**config.mk**
```make
export PLATFORM = sky130hd
export DESIGN_NAME = conv_mac_engine
export DESIGN_NICKNAME = d
export VERILOG_FILES = /design/src/rtl/conv_mac_engine.sv
export SDC_FILE = /design/constraint.sdc
export NUM_CORES = 2
export LEC_CHECK = 0
export ABC_AREA = 0
export BUFFER_PORTS_ARGS = -buffer_cell sky130_fd_sc_hd__buf_2
export CAP_MARGIN = 20
export CORE_ASPECT_RATIO = 1.75
export CORE_MARGIN = 4
export CORE_UTILIZATION = 30
export CTS_BUF_LIST = sky130_fd_sc_hd__clkbuf_8
export CTS_CLUSTER_DIAMETER = 100
export DETAILED_ROUTE_END_ITERATION = 8
export PLACE_DENSITY = 0.43
export SYNTH_ARGS = -nofsm -noshare
export SYNTH_HDL_FRONTEND = slang
export SYNTH_SLANG_ARGS = --single-unit
```
**constraint.sdc**
```tcl
create_clock -name clk -period 13.2 [get_ports clk]
set_input_delay 0.66 -clock clk [delete_from_list [all_inputs] [get_ports clk]]
set_output_delay 0.66 -clock clk [all_outputs]
set_load 0.05 [all_outputs]
```
**src/rtl/conv_mac_engine.sv**
```systemverilog
// Fixed-point convolution MAC: streams a TAPS-entry coefficient bank in, then
// multiply-accumulates TAPS-sample windows and emits one saturated result per window.
module conv_mac_engine #(
  parameter int DATA_W    = 32,
  parameter int FRAC_BITS = 24,
  parameter int TAPS      = 9,
  parameter int GUARD_W   = 8
) (
  input  logic              clk,
  input  logic              reset,
  input  logic [DATA_W-1:0] in_data,
  input  logic              in_filter,
  input  logic              in_valid,
  output logic              in_ready,
  input  logic              relu_en,
  output logic [DATA_W-1:0] out_data,
  output logic              out_valid,
  input  logic              out_ready,
  output logic              coef_ok
);

  localparam int ACC_W  = DATA_W + GUARD_W;
  localparam int PROD_W = 2 * DATA_W;
  localparam int SUM_W  = ((ACC_W > PROD_W) ? ACC_W : PROD_W) + 1;
  localparam int IDX_W  = (TAPS > 1) ? $clog2(TAPS) : 1;

  localparam logic signed [SUM_W-1:0] ACC_MAX = {{(SUM_W-ACC_W+1){1'b0}}, {(ACC_W-1){1'b1}}};
  localparam logic signed [SUM_W-1:0] ACC_MIN = {{(SUM_W-ACC_W+1){1'b1}}, {(ACC_W-1){1'b0}}};
  localparam logic signed [ACC_W-1:0] OUT_MAX = {{(ACC_W-DATA_W+1){1'b0}}, {(DATA_W-1){1'b1}}};
  localparam logic signed [ACC_W-1:0] OUT_MIN = {{(ACC_W-DATA_W+1){1'b1}}, {(DATA_W-1){1'b0}}};

  // Handshake: a beat moves when in_valid && in_ready; a result moves when
  // out_valid && out_ready. out_valid/out_data hold until their handshake.
  typedef enum logic {ACCEPT, HOLD} state_t;

  state_t                    state_q, state_d;
  logic signed [DATA_W-1:0]  coef [TAPS];
  logic        [IDX_W-1:0]   idx_q;
  logic                      mode_q;
  logic signed [ACC_W-1:0]   acc_q;

  logic                      accept;
  logic                      mode_switch;
  logic        [IDX_W-1:0]   eidx;
  logic                      last_tap;
  logic signed [DATA_W-1:0]  sample;
  logic signed [PROD_W-1:0]  prod;
  logic signed [PROD_W-1:0]  shifted;
  logic signed [ACC_W-1:0]   acc_base;
  logic signed [SUM_W-1:0]   base_x;
  logic signed [SUM_W-1:0]   step_x;
  logic signed [SUM_W-1:0]   sum_x;
  logic signed [ACC_W-1:0]   acc_next;
  logic        [DATA_W-1:0]  sat_val;
  logic        [DATA_W-1:0]  result;

  // FSM: next state and handshake outputs
  always_comb begin
    state_d   = state_q;
    in_ready  = 1'b0;
    out_valid = 1'b0;
    case (state_q)
      ACCEPT: begin
        in_ready = !reset;
        if (accept && !in_filter && last_tap) state_d = HOLD;
      end
      HOLD: begin
        out_valid = 1'b1;
        in_ready  = !reset && out_ready;
        if (out_ready) state_d = ACCEPT;
      end
      default: state_d = ACCEPT;
    endcase
  end

  // A beat whose mode differs from an open window restarts at index 0.
  always_comb begin
    accept      = in_valid && in_ready;
    mode_switch = (idx_q != '0) && (in_filter != mode_q);
    eidx        = mode_switch ? '0 : idx_q;
    last_tap    = (eidx == IDX_W'(TAPS - 1));
  end

  always_comb begin
    sample   = in_data;
    prod     = sample * coef[eidx];
    shifted  = prod >>> FRAC_BITS;
    acc_base = (eidx == '0) ? '0 : acc_q;
    base_x   = {{(SUM_W-ACC_W){acc_base[ACC_W-1]}}, acc_base};
    step_x   = {{(SUM_W-PROD_W){shifted[PROD_W-1]}}, shifted};
    sum_x    = base_x + step_x;
    if (sum_x > ACC_MAX)      acc_next = ACC_MAX[ACC_W-1:0];
    else if (sum_x < ACC_MIN) acc_next = ACC_MIN[ACC_W-1:0];
    else                      acc_next = sum_x[ACC_W-1:0];
    if (acc_next > OUT_MAX)      sat_val = OUT_MAX[DATA_W-1:0];
    else if (acc_next < OUT_MIN) sat_val = OUT_MIN[DATA_W-1:0];
    else                         sat_val = acc_next[DATA_W-1:0];
    result = (relu_en && sat_val[DATA_W-1]) ? '0 : sat_val;
  end

  always_ff @(posedge clk) begin
    if (reset) begin
      state_q  <= ACCEPT;
      idx_q    <= '0;
      mode_q   <= 1'b0;
      acc_q    <= '0;
      out_data <= '0;
      coef_ok  <= 1'b0;
      for (int i = 0; i < TAPS; i++) coef[i] <= '0;
    end else begin
      state_q <= state_d;
      if (accept) begin
        mode_q <= in_filter;
        idx_q  <= last_tap ? '0 : eidx + 1'b1;
        if (in_filter) begin
          coef[eidx] <= in_data;
          if (last_tap) coef_ok <= 1'b1;
        end else begin
          acc_q <= acc_next;
          if (last_tap) out_data <= result;
        end
      end
    end
  end

endmodule

```
[Word level (Yosys, flattened, before mapping)]
Memories as Yosys holds them, arrays and structs flattened.
Cells that the tools add are included.
W data, S select, Z words.
Storage, ports and cells
  memories kept: 1
  bits in latches: 0
  logic and storage cells: 54
  flip-flop bits (word level): 79
  memory bits (read-only): 0
  memory bits (writable): 288
Operators by class
  shifts and indexed selects: 0
  reductions and logical operators: 14
  bitwise operators: 2
  equal/unequal tests: 2
  order comparisons: 4
  multipliers: 1
  div/mod/pow operators: 0
  add/sub/neg operators: 2
  multiplexer cells: 22
Memory list
  coef: depth 9, bits a word 32, rd ports 1, clocked after memory_dff 0, wr ports 9, RTL line 37  | logic signed [DATA_W-1:0] coef [TAPS];
Operator list (count)
  $mux W32: 4
  $mux W40: 3
  $mul A32 B32 Y64: 1
  $add A40 B40 Y41: 1
  $gt A41 B40 Y1 const B: 1
  $lt A41 B40 Y1 const B: 1
  $gt A40 B32 Y1 const B: 1
  $lt A40 B32 Y1 const B: 1
  $reduce_or A32 Y1: 1
  $mux W4: 3
  $mux W1: 10
  $logic_and A1 B1 Y1: 6
  $reduce_and A3 Y1: 2
  $add A4 B1 Y4 const B: 1
  $eq A4 B4 Y1 const B: 1
  $logic_not A4 Y1: 1
  $pmux W1 S2: 2
  $reduce_bool A4 Y1: 1
  $logic_not A1 Y1: 2
  $not A1 Y1: 2
  $reduce_and A2 Y1: 1
  $ne A1 B1 Y1: 1

[Depth between registers and ports, before layout]
  word-level depth: 14
  depth in mapped cells: 57

[Worst setup path after synthesis]
Ideal clock, no wire load.
  path type: input-to-reg
  start point: in in_filter
  end point: reg out_data[12]
  buffers on the path: 10
  data required time: 13126 ps
  arrival: 12732 ps
  stages: 53
  slack: 394 ps
  cell sequence: buf_4 -> xnor2_1 -> buf_2 -> buf_2 -> and2_1 -> buf_2 -> clkinv_1 -> buf_2 -> clkbuf_1 -> nand2_1 -> nand3_1 -> a21oi_1 -> nor4_1 -> clkbuf_1 -> nand2_1 -> inv_1 -> fa_1 -> fa_1 -> [... 17 more ...] -> nand2b_1 -> a21oi_1 -> or4b_2 -> a31oi_1 -> a211oi_1 -> ha_1 -> and3_1 -> clkbuf_1 -> nand2_1 -> o21ai_0 -> mux2i_1 -> o311ai_2 -> and3b_1 -> buf_2 -> a31oi_1 -> or2_1 -> clkbuf_1 -> o21ai_0
Between the ends
  longest elaborated chain between the ends: 14
  elaborated cells between the ends (all ways): 21
  classes of those cells: 1 x add/sub; 1 x mul; 4 x order compare; 2 x eq/ne; 7 x mux; 1 x bitwise; 4 x reduce/logical; 1 x memory
RTL lines
  start: declaration: RTL line 12  | input logic in_filter,
  $ne A1 B1 Y1: RTL line 79  | mode_switch = (idx_q != '0) && (in_filter != mode_q);
  $logic_and A1 B1 Y1: RTL line 79
  $mux W4: RTL line 80  | eidx = mode_switch ? '0 : idx_q;
  $mem_v2 Z9 W32 or $logic_not A4 Y1 (tied branches)
  $mul A32 B32 Y64 or $mux W40 (tied branches): RTL line 86, 88
  $add A40 B40 Y41: RTL line 91  | sum_x = base_x + step_x;
  $lt A41 B40 Y1: RTL line 93  | else if (sum_x < ACC_MIN) acc_next = ACC_MIN[ACC_W-1:0];
  $mux W40: RTL line 93
  $mux W40: RTL line 92  | if (sum_x > ACC_MAX) acc_next = ACC_MAX[ACC_W-1:0];
  $lt A40 B32 Y1: RTL line 96  | else if (acc_next < OUT_MIN) sat_val = OUT_MIN[DATA_W-1:0];
  $mux W32: RTL line 96
  $mux W32: RTL line 95  | if (acc_next > OUT_MAX) sat_val = OUT_MAX[DATA_W-1:0];
  $logic_and A1 B1 Y1: RTL line 98  | result = (relu_en && sat_val[DATA_W-1]) ? '0 : sat_val;
  $mux W32: RTL line 98
  end signal: assignment: RTL line 120  | if (last_tap) out_data <= result;
  end: declaration: RTL line 16  | output logic [DATA_W-1:0] out_data,
Several ways; a longest one is shown, not always the timed one.
A chain may end at the register's enable or synchronous reset.

[Final worst setup path]
  start point: reg idx_q[0]
  end point: reg out_data[11]
Between the ends
  longest elaborated chain between the ends: 14
  elaborated cells between the ends (all ways): 20
  classes of those cells: 1 x add/sub; 1 x mul; 4 x order compare; 1 x eq/ne; 7 x mux; 5 x reduce/logical; 1 x memory
RTL lines
  start: declaration: RTL line 38  | logic [IDX_W-1:0] idx_q;
  start signal: assignment: RTL line 114  | idx_q <= last_tap ? '0 : eidx + 1'b1;
  $reduce_bool A4 Y1: RTL line 79
  $logic_and A1 B1 Y1: RTL line 79
  $mux W4 *: RTL line 80
  $mem_v2 Z9 W32 or $logic_not A4 Y1 (tied branches)
  $mul A32 B32 Y64 or $mux W40 (tied branches): RTL line 86, 88
  $add A40 B40 Y41: RTL line 91
  $lt A41 B40 Y1: RTL line 93
  $mux W40: RTL line 93
  $mux W40: RTL line 92
  $lt A40 B32 Y1: RTL line 96
  $mux W32: RTL line 96
  $mux W32: RTL line 95
  $logic_and A1 B1 Y1: RTL line 98
  $mux W32: RTL line 98
Every way passes the cells marked *; elsewhere a longest branch is shown, timed or not.

==> metrics.md <==
| Metric | Value |
|---|---|
| Count leader, synth | nand2_1 |
| Die Height | 618 um |
| Setup crit end kind | register |
| Post-synthesis cell count | 6511 |
| Worst path most repeated cell | buf_4 |
| Starting Density | 30.2% |
| Synth Area in Simple Gates | 19.5% |
| CP required | 13880 ps |
| Via count | 47000 |
| Critical path arrival | 13240 ps |
| Seq/Total Area, Yosys | 26.6% |
| Worst slew pin tran | 1170 ps |
| Status | completed |
| Antenna violations before repair | 10 |
| Inst Count DP | 9581 |
| I/O Buffers | 72 |
| WL/cell | 23.2 um |
| Share of the synthesized area in the top cell type | 34.0% |
| Kind of critical path | register to register |
| Detailed Routing Iterations Pass 1 | 5 |
| Std cell rows | 223 |
| Minimum clock period | 12560 ps |
| Number of synthesized register bits | 591 |
| Syn nets | 7855 |
| Delay of the slowest critical-path stage | 610 ps |
| Slowest stage cell, crit path | fa_1 |
| Fmax | 79.6 MHz |
| Fin. max-slew vios | 0 |
| WP buf/inv | 17 |
| CTS max path bufs | 3 |
| Synth area leaders | fa_1, edfxtp_1, and2_1 |
| Commonest cells post-synth | nand2_1, fa_1, inv_1 |
| Slew headroom | 21.8% |
| Core Region | 211000 um2 |
| Antenna viol nets, final | 0 |
| Period utilization | 95.2% |
| Post-DR vias/cell | 4.82 |
| # Max-Cap Violations | 0 |
| Residual DRC | 0 |
| Clock tree sinks | 591 |
| CTS tree | yes |
| Ys flop type | edfxtp_1 |
| RSZ-0062 raised after global routing | false |
| GRT Total Usage | 20.7% |
| Post-synthesis cell type count | 77 |
| Synth area leader | fa_1 |
| DP HPWL | 171 mm |
| Vias in the first global route | 52000 |
| EDFF count, synth | 512 |
| Hold_buf cts | 0 |
| First-pass GRT wire length | 335 mm |
| Final Wtd Congestion | 0.846 |
| Width of the die | 356 um |
| Layout cells sized above 1 | 12.7% |
| Crit path launch type | register |
| IO Count | 73 |
| CTS clk-pin slew, worst paths | 60 ps |
| Synth Area in XOR/XNOR | 1.21% |
| Final Setup Violations | 0 |
| Final nets | 8208 |
| Avg Cell Area, Syn | 9.79 um2 |
| Max FO, Critical Path | 26 |
| Mux contribution to synthesized area | 0.189% |
| Clock Latency Late Sink | 810 ps |
| Hold Crit Class | input port to register |
| Post-Synth Adder-Cell Area | 38.6% |
| Synth Area in Compound Gates | 5.72% |
| Final cell count without fillers | 9748 |
| Largest net degree at the start of global routing | 80 |
| Final hold vios | 0 |
| Async SR Flop Fraction | 0% |
| # H-tree levels | 3 |
| Largest family of logic cells by synthesized area | adder cells |
| Remaining global-route overflow | 0 |
| Clock skew | 73.3 ps |
| Yosys warns | 0 |
| Root buffer cell | clkbuf_8 |
| Top delay family on crit path | adder cells |
| Area Overhead vs Synth | 14.9% |
| Number of DRC markers in iteration 0 | 2415 |
| Num CTS Buffers | 91 |
| Syn Std Cell Area | 63700 um2 |
| Die area | 220000 um2 |
| Final WL | 226 mm |
==> cells in the final DEF, fill, tap and decap left out, drive strengths merged, types with 16 or more instances in the layout <==
cell type / synthesis / final
a21o: 59 / 59
a21oi: 285 / 285
a31oi: 24 / 24
and2: 817 / 817
and3: 16 / 16
buf: 50 / 674
clkbuf: 364 / 93
clkinv: 1 / 32
dfxtp: 79 / 79
edfxtp: 512 / 512
fa: 1082 / 1082
ha: 224 / 224
inv: 967 / 1000
nand2: 1106 / 1106
nand2b: 17 / 17
nand3: 280 / 280
nand3b: 43 / 43
nand4: 16 / 16
nor2: 111 / 111
nor3: 17 / 17
nor4: 35 / 35
o21ai: 110 / 110
o21bai: 23 / 23
o31ai: 19 / 19
or2: 25 / 25
xnor2: 54 / 54
xor2: 33 / 33
==> state kept, by name, summed over array words and instances (netlist names) <==
register  cells
state_q       1
out_data     32
acc_q        40
coef        512
idx_q         4
mode_q        1
coef_ok       1
==> cells by family (layout without fill, tap and decap cells) <==
family | after synthesis | after routing
muxes | 12 | 12
xor gates and xnor gates | 87 | 87
other | 0 | 5
adders and majority gates | 1317 | 1317
DFF | 591 | 591
AOI/OAI and AO/OA | 607 | 607
and+or+nand+nor | 2515 | 2515
buffers and inverters | 1382 | 1802
==> cell type report <==
class,count,area [um2]
fillers,21800,138000
clock inverters,67,374
well taps,2812,3520
flip-flops and latches,591,17000
multi-input cells,4538,42000
diodes,5,12.5
clock buffers,93,1280
repair buffers,674,5480
inverters,968,3640
==> metal layers <==
metal,track usage [%],wire [um]
met1,21.0,76700
met2,42.4,133000
met3,1.64,6000
met4,8.29,10000
met5,0,13
==> worst register-to-register path, delay by kind of cell, from the launching register on <==
family	cells	cell delay, ps
compound gates	11	2580
xor+xnor	1	100
fa+ha+maj	10	4740
buf+inv	17	2880
flops	1	310
mux	1	270
simple gates	10	1550
==> timing repair <==
item,CTS,global route
buffers inserted,0,2
pin swaps,0,3
gates resized for setup,1,10
setup endpoints to repair,2,52
==> metrics by stage <==
| stage | area, um2 | hold slack [ps] | worst slack, ps | util, % | setup TNS, ps |
|---|---|---|---|---|---|
| 2_1_floorplan | 63700 | 442 | 394 | - | 0 |
| 3_3_place_gp | 71500 | 450 | -58.4 | 33.8 | -928 |
| 3_5_place_dp | 71500 | 458 | -92.4 | 33.8 | -1590 |
| 4_1_cts | 73100 | 150 | 171 | 34.6 | 0 |
| 5_1_grt | 73200 | 235 | 3.18 | 34.7 | 0 |
| 6_report | 73200 | 236 | 635 | 34.7 | 0 |
==> worst paths after layout <==
check                           startpoint      endpoint  slack (ps)  cells past startpoint
worst min register to register    acc_q[0]      acc_q[0]         470                      2
worst min-delay path             out_ready       state_q         240                      4
worst max-delay path              idx_q[0]  out_data[11]         640                     50
worst max register to register    idx_q[0]  out_data[11]         640                     50
Power is not shown: default switching activity piles up to over one toggle a cycle in this logic, so the estimate is an artifact.
